`src/rtl/bcd_pkg.sv`:
```
`default_nettype none
// ============================================================================
// bcd_pkg : shared types and constants for the serial BCD adder
// Revision : 1.0
// ============================================================================
package bcd_pkg;

  localparam int unsigned BCD_MAX  = 9;
  localparam int unsigned BCD_CORR = 6;

  typedef logic [3:0] bcd_digit_t;

  typedef enum logic [1:0] {
    IDLE = 2'd0,
    ADD  = 2'd1,
    DONE = 2'd2
  } state_e;

endpackage
`default_nettype wire

```
`src/rtl/bcd_digit_stage.sv`:
```
`default_nettype none
// ============================================================================
// bcd_digit_stage : combinational single-digit BCD adder (a + b + c)
// Revision : 1.0
// ============================================================================
module bcd_digit_stage
  import bcd_pkg::*;
(
  input  bcd_digit_t a,
  input  bcd_digit_t b,
  input  logic       c,
  output bcd_digit_t digit,
  output logic       carry
);

  logic [4:0] t;
  logic [4:0] t_corr;

  // Out-of-range digits go through the same correction; no saturation
  always_comb begin
    t      = 5'(a) + 5'(b) + 5'(c);
    t_corr = t + 5'(BCD_CORR);
    if (t > 5'(BCD_MAX)) begin
      digit = t_corr[3:0];
      carry = 1'b1;
    end else begin
      digit = t[3:0];
      carry = 1'b0;
    end
  end

endmodule
`default_nettype wire

```
`src/rtl/bcd_serial_add_ctrl.sv`:
```
`default_nettype none
// ============================================================================
// bcd_serial_add_ctrl : digit-serial packed BCD adder, LSD first, one digit
// per clock through a single shared digit stage, valid/ready on both sides.
// Revision : 1.0
// ============================================================================
module bcd_serial_add_ctrl
  import bcd_pkg::*;
#(
  parameter int DIGITS = 4
) (
  input  logic                clk,
  input  logic                rst_n,
  input  logic                start_valid,
  output logic                start_ready,
  input  logic [4*DIGITS-1:0] a_in,
  input  logic [4*DIGITS-1:0] b_in,
  input  logic                ci_in,
  output logic                res_valid,
  input  logic                res_ready,
  output logic [4*DIGITS-1:0] sum_out,
  output logic                co_out,
  output logic                err_out
);

  localparam int IDX_W = (DIGITS > 1) ? $clog2(DIGITS) : 1;
  localparam logic [IDX_W-1:0] LAST_IDX = IDX_W'(DIGITS - 1);

  state_e                  state_q, state_d;
  logic [IDX_W-1:0]        idx_q, idx_d;
  bcd_digit_t [DIGITS-1:0] a_q, a_d;
  bcd_digit_t [DIGITS-1:0] b_q, b_d;
  bcd_digit_t [DIGITS-1:0] shadow_q, shadow_d;
  bcd_digit_t [DIGITS-1:0] sum_q, sum_d;
  logic                    carry_q, carry_d;
  logic                    co_q, co_d;
  logic                    err_q, err_d;

  bcd_digit_t dig_a;
  bcd_digit_t dig_b;
  bcd_digit_t dig_s;
  logic       dig_co;

  assign dig_a = a_q[idx_q];
  assign dig_b = b_q[idx_q];

  bcd_digit_stage u_stage (
    .a     (dig_a),
    .b     (dig_b),
    .c     (carry_q),
    .digit (dig_s),
    .carry (dig_co)
  );

  always_comb begin
    state_d  = state_q;
    idx_d    = idx_q;
    a_d      = a_q;
    b_d      = b_q;
    shadow_d = shadow_q;
    sum_d    = sum_q;
    carry_d  = carry_q;
    co_d     = co_q;
    err_d    = err_q;

    case (state_q)
      IDLE: begin
        if (start_valid) begin
          a_d      = a_in;
          b_d      = b_in;
          carry_d  = ci_in;
          idx_d    = '0;
          shadow_d = '0;
          err_d    = 1'b0;
          state_d  = ADD;
        end
      end
      ADD: begin
        shadow_d[idx_q] = dig_s;
        carry_d         = dig_co;
        idx_d           = idx_q + IDX_W'(1);
        if ((dig_a > 4'(BCD_MAX)) || (dig_b > 4'(BCD_MAX))) begin
          err_d = 1'b1;
        end
        // Output port only sees the completed sum, never partial digits
        if (idx_q == LAST_IDX) begin
          sum_d   = shadow_d;
          co_d    = dig_co;
          idx_d   = '0;
          state_d = DONE;
        end
      end
      DONE: begin
        if (res_ready) begin
          state_d = IDLE;
        end
      end
      default: state_d = IDLE;
    endcase
  end

  always_ff @(posedge clk) begin
    if (!rst_n) begin
      state_q  <= IDLE;
      idx_q    <= '0;
      a_q      <= '0;
      b_q      <= '0;
      shadow_q <= '0;
      sum_q    <= '0;
      carry_q  <= 1'b0;
      co_q     <= 1'b0;
      err_q    <= 1'b0;
    end else begin
      state_q  <= state_d;
      idx_q    <= idx_d;
      a_q      <= a_d;
      b_q      <= b_d;
      shadow_q <= shadow_d;
      sum_q    <= sum_d;
      carry_q  <= carry_d;
      co_q     <= co_d;
      err_q    <= err_d;
    end
  end

  assign start_ready = (state_q == IDLE);
  assign res_valid   = (state_q == DONE);
  assign sum_out     = sum_q;
  assign co_out      = co_q;
  assign err_out     = err_q;

endmodule
`default_nettype wire

```
`config.mk`:
```
export PLATFORM = sky130hd
export DESIGN_NAME = bcd_serial_add_ctrl
export DESIGN_NICKNAME = d
export VERILOG_FILES = /design/src/rtl/bcd_pkg.sv /design/src/rtl/bcd_digit_stage.sv /design/src/rtl/bcd_serial_add_ctrl.sv
export SDC_FILE = /design/constraint.sdc
export NUM_CORES = 1
export LEC_CHECK = 0
export BUFFER_PORTS_ARGS = -buffer_cell sky130_fd_sc_hd__buf_2
export CELL_PAD_IN_SITES_DETAIL_PLACEMENT = 2
export CELL_PAD_IN_SITES_GLOBAL_PLACEMENT = 2
export CORE_MARGIN = 8
export CORE_UTILIZATION = 25
export DETAILED_ROUTE_END_ITERATION = 7
export GPL_TIMING_DRIVEN = 0
export HOLD_SLACK_MARGIN = 0.05
export PLACE_DENSITY = 0.65
export SYNTH_ARGS = -nofsm -noshare
export SYNTH_HDL_FRONTEND = slang
export SYNTH_SLANG_ARGS = --single-unit
```
`constraint.sdc`:
```
create_clock -name clk -period 4.25 [get_ports clk]
set_clock_uncertainty 0.2 [all_clocks]
set_input_delay 1.275 -clock clk [delete_from_list [all_inputs] [get_ports clk]]
set_output_delay 1.275 -clock clk [all_outputs]
set_load 0.02 [all_outputs]
```
### Yosys cells after proc, flatten, opt, wreduce, memory -nomap -nowiden

Index checks and enable logic that the tools add are counted.

* add/subtract/negate cells: 4
* magnitude comparators: 5
* equality and inequality tests: 7
* multiplexer cells: 23
* reduce and logical (&&, ||, !) cells: 9

Operators with widths (number)
* one-hot mux 16 bit (2 select lines): 1
* binary-select mux 4 bit (select 2 bit): 2
* bitwise mux 16 bit: 1
* two-way mux 16 bit: 1
* two-way mux 4 bit: 4
* two-way mux 2 bit: 5
* demux 4 bit (select 2 bit): 1
* greater-than comparator 4 bit (second input constant): 2
* != test 2 bit (second input constant): 3
* one-hot mux 2 bit (3 select lines): 1
* AND reduction 2 bit: 3
* AND reduction 3 bit: 2
* adder 4 x 4 -> 5 bit: 1
* adder 5 x 1 -> 5 bit: 1
* greater-than comparator 5 x 4 -> 1 bit (second input constant): 1
* adder 4 x 3 -> 4 bit (second input constant): 1
* == test 2 bit (second input constant): 2
* two-way mux 1 bit: 4
* one-hot mux 1 bit (2 select lines): 2
* one-hot mux 2 bit (2 select lines): 1
* less-than comparator 2 x 3 -> 1 bit (second input constant): 1
* adder 2 x 1 -> 2 bit (second input constant): 1
* == test 2 x 1 -> 1 bit (second input constant): 1
* greater-or-equal comparator 2 x 1 -> 1 bit (second input constant): 1
* other kinds (5): 5

* register bits: 71
* input port bits: 37
* logic and storage cells: 69

### Depth between registers and ports, before layout

Gate-level depths: netlist (run 1).

* depth after elaboration: 8
* mapped depth: 11

### Cells and area by module

From an unflattened synthesis (run 1), not the netlist that was laid out.

* cell total of the unflattened synthesis: 343
* area total of the unflattened synthesis: 3175.5 sq um

By module, submodules not included
* bcd_serial_add_ctrl: times used 1, cells each 321, area each 2964.1 sq um, sequential area each 1341.3 sq um
* bcd_digit_stage: times used 1, cells each 22, area each 211.5 sq um, sequential area each 0.0 sq um

### Least setup slack after synthesis (run 1)

No wires, ideal clock.

* path type: register to register
* start point: reg idx_q[0]
* end point: reg sum_q (netlist bit sum_out[10])
* setup time: 0.074 ns
* arrival time: 3.600 ns
* data required time: 3.976 ns
* slack: 0.375 ns
* cell stages (with the launch flop): 12
* path buffers: 1
* clock period less this slack: 3.875 ns
* cell sequence: dfxtp_1 buf_2 mux4_2 fa_1 fa_1 xnor2_1 ha_1 nor2b_1 a31oi_2 a31oi_4 mux2_2 o21ai_0

* longest elaborated chain between the ends: 7

Ends and longest elaborated chain
* start: declaration: line bcd_serial_add_ctrl.sv:30 `logic [IDX_W-1:0] idx_q, idx_d;`
* start signal: assignment: line bcd_serial_add_ctrl.sv:115 `idx_q <= idx_d;`
* binary-select mux 4 bit (select 2 bit), on equally long branches: line bcd_serial_add_ctrl.sv:44, bcd_serial_add_ctrl.sv:45
* two-way mux 4 bit, on equally long branches: line bcd_serial_add_ctrl.sv:44, bcd_serial_add_ctrl.sv:45
* adder 4 x 4 -> 5 bit: line bcd_digit_stage.sv:21 `t = 5'(a) + 5'(b) + 5'(c);`
* adder 5 x 1 -> 5 bit: line bcd_digit_stage.sv:21
* adder 4 x 3 -> 4 bit / greater-than comparator 5 x 4 -> 1 bit (equally long branches): line bcd_digit_stage.sv:22, bcd_digit_stage.sv:23
* two-way mux 4 bit: line bcd_digit_stage.sv:23 `if (t > 5'(BCD_MAX)) begin`
* bitwise mux 16 bit: line bcd_serial_add_ctrl.sv:79 `shadow_d[idx_q] = dig_s;`
* end signal: assignment: line bcd_serial_add_ctrl.sv:119 `sum_q <= sum_d;`
* end: declaration: line bcd_serial_add_ctrl.sv:34 `bcd_digit_t [DIGITS-1:0] sum_q, sum_d;`

Parallel ways exist; a longest one is shown, timed or not. The select of a mux whose other input is x is not followed.
A chain may end at the register's enable or synchronous reset.

### Final worst setup path (run 1)

* start point: reg idx_q[0]
* end point: reg shadow_q[1] (netlist name)

* longest elaborated chain between the ends: 8

Ends and longest elaborated chain
* binary-select mux 4 bit (select 2 bit), on equally long branches: line bcd_serial_add_ctrl.sv:44, bcd_serial_add_ctrl.sv:45
* two-way mux 4 bit, on equally long branches: line bcd_serial_add_ctrl.sv:44, bcd_serial_add_ctrl.sv:45
* adder 4 x 4 -> 5 bit: line bcd_digit_stage.sv:21
* adder 5 x 1 -> 5 bit: line bcd_digit_stage.sv:21
* adder 4 x 3 -> 4 bit / greater-than comparator 5 x 4 -> 1 bit (equally long branches): line bcd_digit_stage.sv:22, bcd_digit_stage.sv:23
* two-way mux 4 bit: line bcd_digit_stage.sv:23
* bitwise mux 16 bit (*): line bcd_serial_add_ctrl.sv:79
* one-hot mux 16 bit (2 select lines) (*): line bcd_serial_add_ctrl.sv:66 `case (state_q)`
* end signal: assignment: line bcd_serial_add_ctrl.sv:118 `shadow_q <= shadow_d;`
* end: declaration: line bcd_serial_add_ctrl.sv:33 `bcd_digit_t [DIGITS-1:0] shadow_q, shadow_d;`

Every way passes the cells marked *; elsewhere a longest branch is shown, timed or not. The select of a mux whose other input is x is not followed.

==> results of run 1 <==
[final timing paths]
kind | start | slack [ps] | end
hold / removal | a_q[5] | 250 | a_q[5]
hold reg to reg | a_q[5] | 250 | a_q[5]
setup / recovery | idx_q[0] | 190 | shadow_q[1]
setup reg to reg | idx_q[0] | 190 | shadow_q[1]
[power groups by stage]
| stage | sequential (mW) | clock [mW] | combinational (mW) |
|---|---|---|---|
| after floorplan | 0.679 | 0 | 0.182 |
| after global placement | 0.683 | 0 | 0.265 |
| after detailed placement | 0.685 | 0 | 0.272 |
| after CTS | 0.672 | 0.692 | 0.293 |
| after global routing | 0.675 | 0.721 | 0.345 |
| final | 0.671 | 0.677 | 0.312 |
[kinds of logic after synthesis]
| group | Yosys count |
|---|---|
| AOI/OAI and AO/OA | 96 |
| adders and majority gates | 10 |
| and+or+nand+nor | 124 |
| xor gates and xnor gates | 3 |
| buffers and inverters | 31 |
| DFF | 67 |
| muxes | 13 |
[Yosys cell counts, types with 2 or more instances]
library cell / count / area (sq um)
a21o_1: 3 / 22.5
nor2b_1: 3 / 18.8
nand2_1: 75 / 282
a32o_1: 6 / 60.1
nand3_1: 9 / 45.0
a311oi_1: 3 / 26.3
o21ai_0: 18 / 90.1
a211oi_1: 5 / 37.5
nor3_1: 2 / 10.0
inv_1: 4 / 15.0
or3_1: 3 / 18.8
fa_1: 2 / 40.0
nand2b_1: 2 / 12.5
ha_1: 8 / 100
a31oi_1: 7 / 43.8
o31ai_1: 3 / 22.5
a32oi_1: 3 / 26.3
dfxtp_1: 67 / 1340
xnor2_1: 3 / 26.3
mux2i_1: 4 / 40.0
clkbuf_1: 25 / 93.8
mux4_2: 8 / 180
a21oi_1: 41 / 205
nor4b_1: 6 / 52.6
nor2_1: 17 / 63.8
[state kept, by name (all words and copies together) (netlist names)]
register,flops
sum_out,16
a_q,16
err_out,1
co_out,1
shadow_q,12
idx_q,2
state_q,2
b_q,16
carry_q,1
[layer usage]
layer,vias to the layer above,routed length [microns],share of wire [%]
met3,10,383,3.7
met5,-,0,0
met1,1377,4730,46
met4,0,138,1.3
li1,1369,-,-
met2,54,5030,49
[repair_timing]
action                                  4_1_cts  5_1_grt
endpoints found under the setup margin       21       21
pin swaps                                     2        2
setup buffers                                 3        2
resized for setup                             7        6
[per-stage QoR]
step                worst slack (ps)  total power [mW]  instances
floorplan                        375             0.861        344
global placement                -368             0.948        546
detailed placement              -425             0.956        546
CTS                             25.9              1.66        564
global route                    4.76              1.74        566
finish                           194              1.66        566
[area by class of cell]
type                       count  area [sq um]
buffer                        27           115
fill                        1342          8070
clock buffer                  12           246
clock inverter                 3          15.0
tap                          147           184
sequential                    67          1340
multi-input combinational    246          1610
inverter                       4          15.0
timing repair buffer          60           313
[worst reg2reg max path, stage by stage (launching register included)]
cell and delay (ps):
dfxtp_2 390, buf_8 180, mux4_2 570, fa_1 470, fa_2 610, inv_2 100
ha_1 240, nor2b_1 170, a31oi_2 260, a31oi_4 190, buf_4 200, xnor2_2 150
a32o_1 220
==> impl_metrics.json, run 1 <==
{
  "io_pins": 57,
  "setup_viol": 0,
  "slowest_stage": "fa_2",
  "grt_pass1_vias": 3200,
  "p_leak_nw": 1.51,
  "syn-cell-area_sq_um": 3030,
  "initial_utilization_pct": 25.5,
  "critPathMaxStageDelay_ps": 610,
  "ys_async_sr_fraction_pct": 0,
  "peakVddDrop_mv": 0.254,
  "postRouteAntennaNets": 0,
  "path_cells": "buf_8, mux4_2, fa_1, fa_2, inv_2, ha_1, nor2b_1, a31oi_2, a31oi_4, buf_4, xnor2_2, a32o_1",
  "diodes": 0,
  "grt_max_degree": 11,
  "ctsHoldBuffers": 0,
  "syn_to_final_growth_pct": 26.7,
  "hold_depth": 2,
  "clk_pin_slew_ps": 50,
  "layout_common_cells": "75 x nand2_1, 66 x dfxtp_1, 55 x buf_2, 40 x a21oi_1, 26 x clkbuf_1",
  "yosysSeqAreaShare_pct": 44.2,
  "worst-path-buf-inv": 3,
  "slew_viol_final": 0,
  "fmax_mhz": 247,
  "use_met2_pct": 23.2,
  "r2r_cells": 12,
  "wirelength_microns": 10300,
  "grt_pass1_wl_microns": 16800,
  "clk-insertion-delay-late_ps": 330,
  "cts_inserted_buffers": 9,
  "rsz0062_at_grt": "false",
  "pwr-share-comb_pct": 18.8,
  "drive_gt1_share_pct": 24.1,
  "post-route-drc-count": 0,
  "cp-start-kind": "flop",
  "dpl_cell_area_sq_um": 3490,
  "crit_type": "flop to flop",
  "grt_busiest_layer": "met2",
  "worst_pin_slew_ps": 644,
  "syn_nets": 391,
  "run_status": "finished, final reports clean",
  "synth_top_family_by_area": "compound AO/OA/AOI/OAI gates",
  "synth-simple-area-share_pct": 18.6,
  "synth-compound-area-share_pct": 20.2,
  "synthFlopType": "dfxtp_1",
  "synth_seq_cells": 67,
  "cts_root_buf": "clkbuf_16",
  "io_buffers": 55,
  "fin_crit_ps": 4060,
  "worstPathMaxFanout": 10,
  "path_depth": 12,
  "synth.area.mux_share_pct": 7.63,
  "switching_share_pct": 28.6,
  "max_slew_margin_pct": 56.9,
  "final_common_cell": "nand2_1",
  "synth-xor-area-share_pct": 0.866,
  "fp.dieArea_sq_um": 15900,
  "crit_arrival_ps": 4080,
  "die_y_microns": 126,
  "ys_types": 42,
  "pwr-share-clk_pct": 40.8,
  "p_int_mw": 1.19,
  "synth_edf_count": 0,
  "wl_per_cell_microns": 18.2,
  "hold_violations": 0,
  "antenna_found_initial": 0,
  "path_delay_family": "adder cells",
  "cts.sinks": 67,
  "hp-class": "flop to flop",
  "power_density_nw_per_um2": 432,
  "met1_usage_pct": 15.4,
  "synth_fa_ha_area_share_pct": 4.62,
  "min_period_over_period_pct": 95.4,
  "end_kind": "flop",
  "grt_overflow": 0,
  "switching_power_uw": 475,
  "timing.max_cap.violations": 0,
  "final_area_sq_um": 3840,
  "first_pass_iters": 4,
  "grt_use_total_pct": 13.3,
  "viasPerCell": 4.96,
  "die_w_microns": 126,
  "rows": 40,
  "seqPwrFrac_pct": 40.4,
  "synth_cells": 344,
  "setup-tns-final_ps": 0,
  "nNetsFinal": 462,
  "holdWs_ps": 255,
  "grtUsageMet3_pct": 3.88,
  "core-area_sq_um": 11900,
  "place.gp.congestion": 0.723,
  "hpwl_microns": 7510,
  "required_ps": 4270,
  "h-tree-depth": 3,
  "yosys_warnings": 0,
  "vias": 2810,
  "drt_iter0_markers": 82,
  "postLayoutCoreUtil_pct": 32.3,
  "cts_tree": "done",
  "clk_path_buf_depth": 2,
  "syn_area_per_cell_sq_um": 8.82
}
(Power assumes the default switching activity.)
==> run 2: changes to the inputs <==
--- a/config.mk
+++ b/config.mk
@@ -13,7 +13,8 @@
 export DETAILED_ROUTE_END_ITERATION = 7
 export GPL_TIMING_DRIVEN = 0
 export HOLD_SLACK_MARGIN = 0.05
-export PLACE_DENSITY = 0.65
+export PLACE_DENSITY = 0.63
 export SYNTH_ARGS = -nofsm -noshare
 export SYNTH_HDL_FRONTEND = slang
+export SYNTH_HIERARCHICAL = 1
 export SYNTH_SLANG_ARGS = --single-unit
==> impl_metrics.json, run 2 <==
{
  "run_status": "finished, final reports clean",
  "peakVddDrop_mv": 0.182,
  "hold_depth": 2,
  "io_buffers": 55,
  "path_delay_family": "adder cells",
  "yosys_warnings": 6,
  "worst_pin_slew_ps": 593,
  "holdWs_ps": 246,
  "postRouteAntennaNets": 0,
  "fmax_mhz": 248,
  "netlist.area_leader.share_pct": 42.2,
  "grtUsageMet3_pct": 2.81,
  "synth_largest_area_cell": "dfxtp_1",
  "synth_edf_count": 0,
  "fp.dieArea_sq_um": 16600,
  "path_cells": "buf_8, mux4_2, fa_2, fa_2, inv_1, ha_1, a31o_1, o31ai_4, buf_4, mux2i_4, buf_4, mux2i_1, nand2_1, o211a_1",
  "die_y_microns": 129,
  "h-tree-depth": 3,
  "crit_type": "flop to flop",
  "crit_arrival_ps": 4110,
  "syn-cell-area_sq_um": 3180,
  "use_met2_pct": 22.2,
  "fin_ws_ps": 216,
  "worstPathMaxFanout": 10,
  "setup_viol": 0,
  "antenna_found_initial": 0,
  "required_ps": 4330,
  "place.gp.congestion": 0.761,
  "post-route-drc-count": 0,
  "cp-start-kind": "flop",
  "final_common_cell": "nand2_1",
  "vias": 2729,
  "layout.cells.non_filler": 591,
  "rows": 41,
  "rsz0062_at_grt": "false",
  "cts_root_buf": "clkbuf_16",
  "first_pass_iters": 4,
  "timing.max_cap.violations": 0,
  "cts_inserted_buffers": 9,
  "wl_per_cell_microns": 17.0,
  "pre_cts_ws_ps": -379,
  "io_pins": 57,
  "initial_utilization_pct": 25.4,
  "power_mw": 1.77,
  "hp-class": "flop to flop",
  "syn_nets": 390,
  "synthFlopType": "dfxtp_1",
  "holdPathEnd": "sum_out[13]",
  "viasPerCell": 4.62,
  "critPathMaxStageDelay_ps": 550,
  "rrSetupSlack_ps": 220,
  "clk_pin_slew_ps": 60,
  "synth_common_cells": "89 x nand2_1, 67 x dfxtp_1, 52 x a21boi_1, 16 x nand3_1, 14 x clkbuf_1",
  "syn_to_final_growth_pct": 28.8,
  "synth.area.top_cells": "dfxtp_1 42%, a21boi_1 12%, nand2_1 11%",
  "end_kind": "flop",
  "max_slew_margin_pct": 60.3,
  "core-area_sq_um": 12500,
  "r2r_cells": 14,
  "wirelength_microns": 10000,
  "yosysMostFrequentCell": "nand2_1",
  "ys_async_sr_fraction_pct": 0,
  "slowest_stage": "mux4_2",
  "min_period_over_period_pct": 94.9,
  "drive_gt1_share_pct": 25.5,
  "hold_violations": 0,
  "clk-insertion-delay-late_ps": 330,
  "drt_iter0_markers": 65,
  "grt_overflow": 0,
  "grt_use_total_pct": 12.8,
  "syn_area_per_cell_sq_um": 9.26,
  "setup-tns-final_ps": 0,
  "layout_common_cells": "89 x nand2_1, 67 x buf_2, 66 x dfxtp_1, 52 x a21boi_1, 16 x nand3_1",
  "cts.sinks": 67,
  "worst-path-buf-inv": 4,
  "grt_max_degree": 12,
  "r2r_end": "sum_out[2]",
  "grt_pass1_wl_microns": 16300,
  "grt_pass1_vias": 3086,
  "nNetsFinal": 461,
  "power_density_nw_per_um2": 433,
  "yosysSeqAreaShare_pct": 42.2,
  "reg2reg_from": "idx_q[0]",
  "fin_crit_ps": 4030,
  "grt_busiest_layer": "met2",
  "synth_seq_cells": 67,
  "min_from": "sum_out[13]",
  "clk_path_buf_depth": 2,
  "diodes": 0,
  "synth_cells": 343,
  "fillers": 1431,
  "hpwl_microns": 7440,
  "p_leak_nw": 1.78,
  "cts_tree": "done",
  "die_w_microns": 129,
  "ctsHoldBuffers": 0,
  "slew_viol_final": 0,
  "dp.cells": 570,
  "ys_types": 38,
  "met1_usage_pct": 14.9
}
-- run 2: where the power goes --
| group | switching (mW) | internal, mW |
|---|---|---|
| Combinational | 0.163 | 0.120 |
| Sequential | 0.0140 | 0.654 |
| Clock | 0.274 | 0.545 |
-- run 2: cell families after synthesis --
kind of cell | Yosys count | synth area share [%]
buf+inv | 32 | 4.73
compound gates | 90 | 21.6
simple gates | 121 | 16.6
xor+xnor | 2 | 0.552
mux | 21 | 9.89
flops | 67 | 42.2
fa+ha+maj | 10 | 4.41
-- run 2: how the worst max path moves through the flow --
stage | startpoint | end | slack (ps) | depth (start not counted)
final | idx_q[0] | sum_out[2] | 220 | 14
after global routing | idx_q[0] | sum_out[2] | 50 | 14
after CTS | idx_q[0] | sum_out[7] | -2 | 12
after detailed placement | idx_q[0] | sum_out[10] | -380 | 12
after global placement | idx_q[0] | sum_out[2] | -390 | 12
after floorplan | idx_q[0] | sum_out[2] | 420 | 12
-- run 2: final cells by class --
class                           count  area [sq um]  area share [%]
Multi-Input combinational cell    244          1740            42.5
Sequential cell                    67          1340            32.8
Buffer                             28           139            3.40
Clock inverter                      4          72.6            1.77
Tap cell                          172           215            5.26
Clock buffer                       12           256            6.27
Timing Repair Buffer               60           313            7.65
Inverter                            4          15.0           0.367
-- run 2: what timing repair did --
action	CTS	global route
pin swaps	1	0
setup endpoints to repair	14	11
gates resized for setup	6	6
buffers inserted	5	0
-- run 2: per-stage QoR --
stage	instance area, sq um	util (%)
2_1_floorplan	3180	-
3_3_place_gp	3670	29.3
3_5_place_dp	3670	29.3
4_1_cts	4070	32.5
5_1_grt	4090	32.7
6_report	4090	32.7
-- run 2: routing by layer --
metal  vias to the layer above  part of all wire (%)
met5                         -                     0
met4                         0                   1.5
met3                        12                   3.4
met2                        42                    50
met1                      1339                    45
li1                       1336                     -
-- run 2: worst min-delay path, cell delays in order (launching register included) --
cell and delay (ps):
dfxtp_1 300, nand2_1 50, a21boi_1 50
==> run 3: changes to the inputs <==
--- a/config.mk
+++ b/config.mk
@@ -8,7 +8,7 @@
 export BUFFER_PORTS_ARGS = -buffer_cell sky130_fd_sc_hd__buf_2
 export CELL_PAD_IN_SITES_DETAIL_PLACEMENT = 2
 export CELL_PAD_IN_SITES_GLOBAL_PLACEMENT = 2
-export CORE_MARGIN = 8
+export CORE_MARGIN = 2
 export CORE_UTILIZATION = 25
 export DETAILED_ROUTE_END_ITERATION = 7
 export GPL_TIMING_DRIVEN = 0
==> impl_metrics.json, run 3 (synthesis results as in run 2) <==
{
  "clk-insertion-delay-late_ps": 340,
  "diodes": 0,
  "fmax_mhz": 246,
  "drt_iter0_markers": 100,
  "ctsHoldBuffers": 0,
  "worstPathMaxFanout": 10,
  "cts_tree": "done",
  "fp.dieArea_sq_um": 13600,
  "grt_pass1_vias": 3022,
  "hold_depth": 2,
  "viasPerCell": 4.64,
  "post-route-drc-count": 0,
  "pwr-share-clk_pct": 49.9,
  "run_status": "finished, final reports clean",
  "seqCellArea_sq_um": 1340,
  "holdPathEnd": "sum_out[13]",
  "peakVddDrop_mv": 0.172,
  "max_slew_margin_pct": 58.4,
  "grt_pass1_wl_microns": 15900,
  "cp-startpoint": "idx_q[0]",
  "end_kind": "flop",
  "h-tree-depth": 3,
  "initial_utilization_pct": 25.4,
  "wl_per_cell_microns": 16.9,
  "cts_root_buf": "clkbuf_16",
  "min_period_over_period_pct": 95.7,
  "clk_pin_slew_ps": 60,
  "layout_common_cells": "89 x nand2_1, 67 x buf_2, 66 x dfxtp_1, 52 x a21boi_1, 16 x nand3_1",
  "core-area_sq_um": 12500,
  "cp-start-kind": "flop",
  "io_buffers": 55,
  "setup_viol": 0,
  "crit_arrival_ps": 4150,
  "first_pass_iters": 4,
  "p_leak_nw": 1.80,
  "setup-tns-final_ps": 0,
  "worst_pin_slew_ps": 622,
  "r2r_cells": 14,
  "p_int_mw": 1.44,
  "drive_gt1_share_pct": 25.4,
  "dp.cells": 570,
  "rows": 41,
  "grt_use_total_pct": 15.9,
  "layout.cells.non_filler": 590,
  "pwr-share-comb_pct": 15.0,
  "multi_input_area_sq_um": 1740,
  "fillers": 1438,
  "fin_ws_ps": 181,
  "grt_max_degree": 12,
  "postRouteAntennaNets": 0,
  "rrSetupSlack_ps": 180,
  "die_w_microns": 117,
  "cts.sinks": 67,
  "postLayoutCoreUtil_pct": 33.0,
  "io_pins": 57,
  "seqPwrFrac_pct": 35.1,
  "switching_power_uw": 466,
  "syn_to_final_growth_pct": 30.2,
  "min_from": "sum_out[13]",
  "r2r_end": "sum_out[10]",
  "holdWs_ps": 252,
  "nNetsFinal": 460,
  "timing.max_cap.violations": 0,
  "die_y_microns": 117,
  "hpwl_microns": 6940,
  "clk_path_buf_depth": 2,
  "wirelength_microns": 9970,
  "rsz0062_at_grt": "false",
  "power_density_nw_per_um2": 461,
  "pre_cts_ws_ps": -459,
  "required_ps": 4330,
  "fin_crit_ps": 4070,
  "switching_share_pct": 24.5,
  "vias": 2739,
  "final_common_cell": "nand2_1",
  "antenna_found_initial": 0,
  "place.gp.congestion": 0.731,
  "reg2reg_from": "idx_q[0]",
  "slew_viol_final": 0,
  "grt_overflow": 0,
  "hold_violations": 0,
  "hp-class": "flop to flop",
  "cts_inserted_buffers": 9,
  "crit_type": "flop to flop"
}
run 3: final cells by class:
type,count,area share (%)
plain buffers,28,3.36
clock buffers,12,6.20
clock inverters,4,2.91
inverters,4,0.363
multi-input cells,244,42.0
flip-flops and latches,67,32.5
well taps,172,5.21
repair buffers,59,7.48
run 3: routing by layer:
metal,vias up,share of wire (%),GRT usage (%),wire length (microns)
met1,1364,45,18.9,4440
met4,0,1.4,4.94,144
met2,38,51,28.4,5100
met3,10,2.8,3.58,277
li1,1327,-,-,-
met5,-,0,0,0
run 3: metrics by stage:
stage          instance area [sq um]  power (mW)
2_1_floorplan                   3180       0.836
3_3_place_gp                    3670       0.918
3_5_place_dp                    3670       0.926
4_1_cts                         4110        1.92
5_1_grt                         4130        1.98
6_report                        4130        1.90
run 3: what timing repair did:
action / CTS / global route
pin swaps: 1 / 0
endpoints found under the hold margin: 0 / 0
buffers inserted: 4 / 0
resized for setup: 6 / 7
setup endpoints to repair: 15 / 16
run 3: worst max path at each step:
stage,to,cells past startpoint,slack [ps]
finish,sum_out[10],14,180
CTS,sum_out[7],12,-40
detailed placement,sum_out[2],12,-460
global route,sum_out[10],14,9
floorplan,sum_out[2],12,420
global placement,sum_out[2],12,-390
run 3: worst max-delay path, stage by stage (launching register included):
cell	delay, ps
dfxtp_2	390
buf_8	170
mux4_2	560
fa_2	440
fa_2	540
inv_1	110
ha_1	240
a31o_1	240
o31ai_4	180
buf_6	170
mux2i_4	240
buf_4	160
mux2i_1	70
nand2_1	110
o211a_1	170
run 3: power groups by stage:
stage / registers [mW] / clock network, mW / logic (mW)
global route: 0.671 / 0.993 / 0.318
global placement: 0.680 / 0 / 0.238
CTS: 0.668 / 0.972 / 0.282
finish: 0.668 / 0.950 / 0.286
detailed placement: 0.681 / 0 / 0.245
floorplan: 0.676 / 0 / 0.160
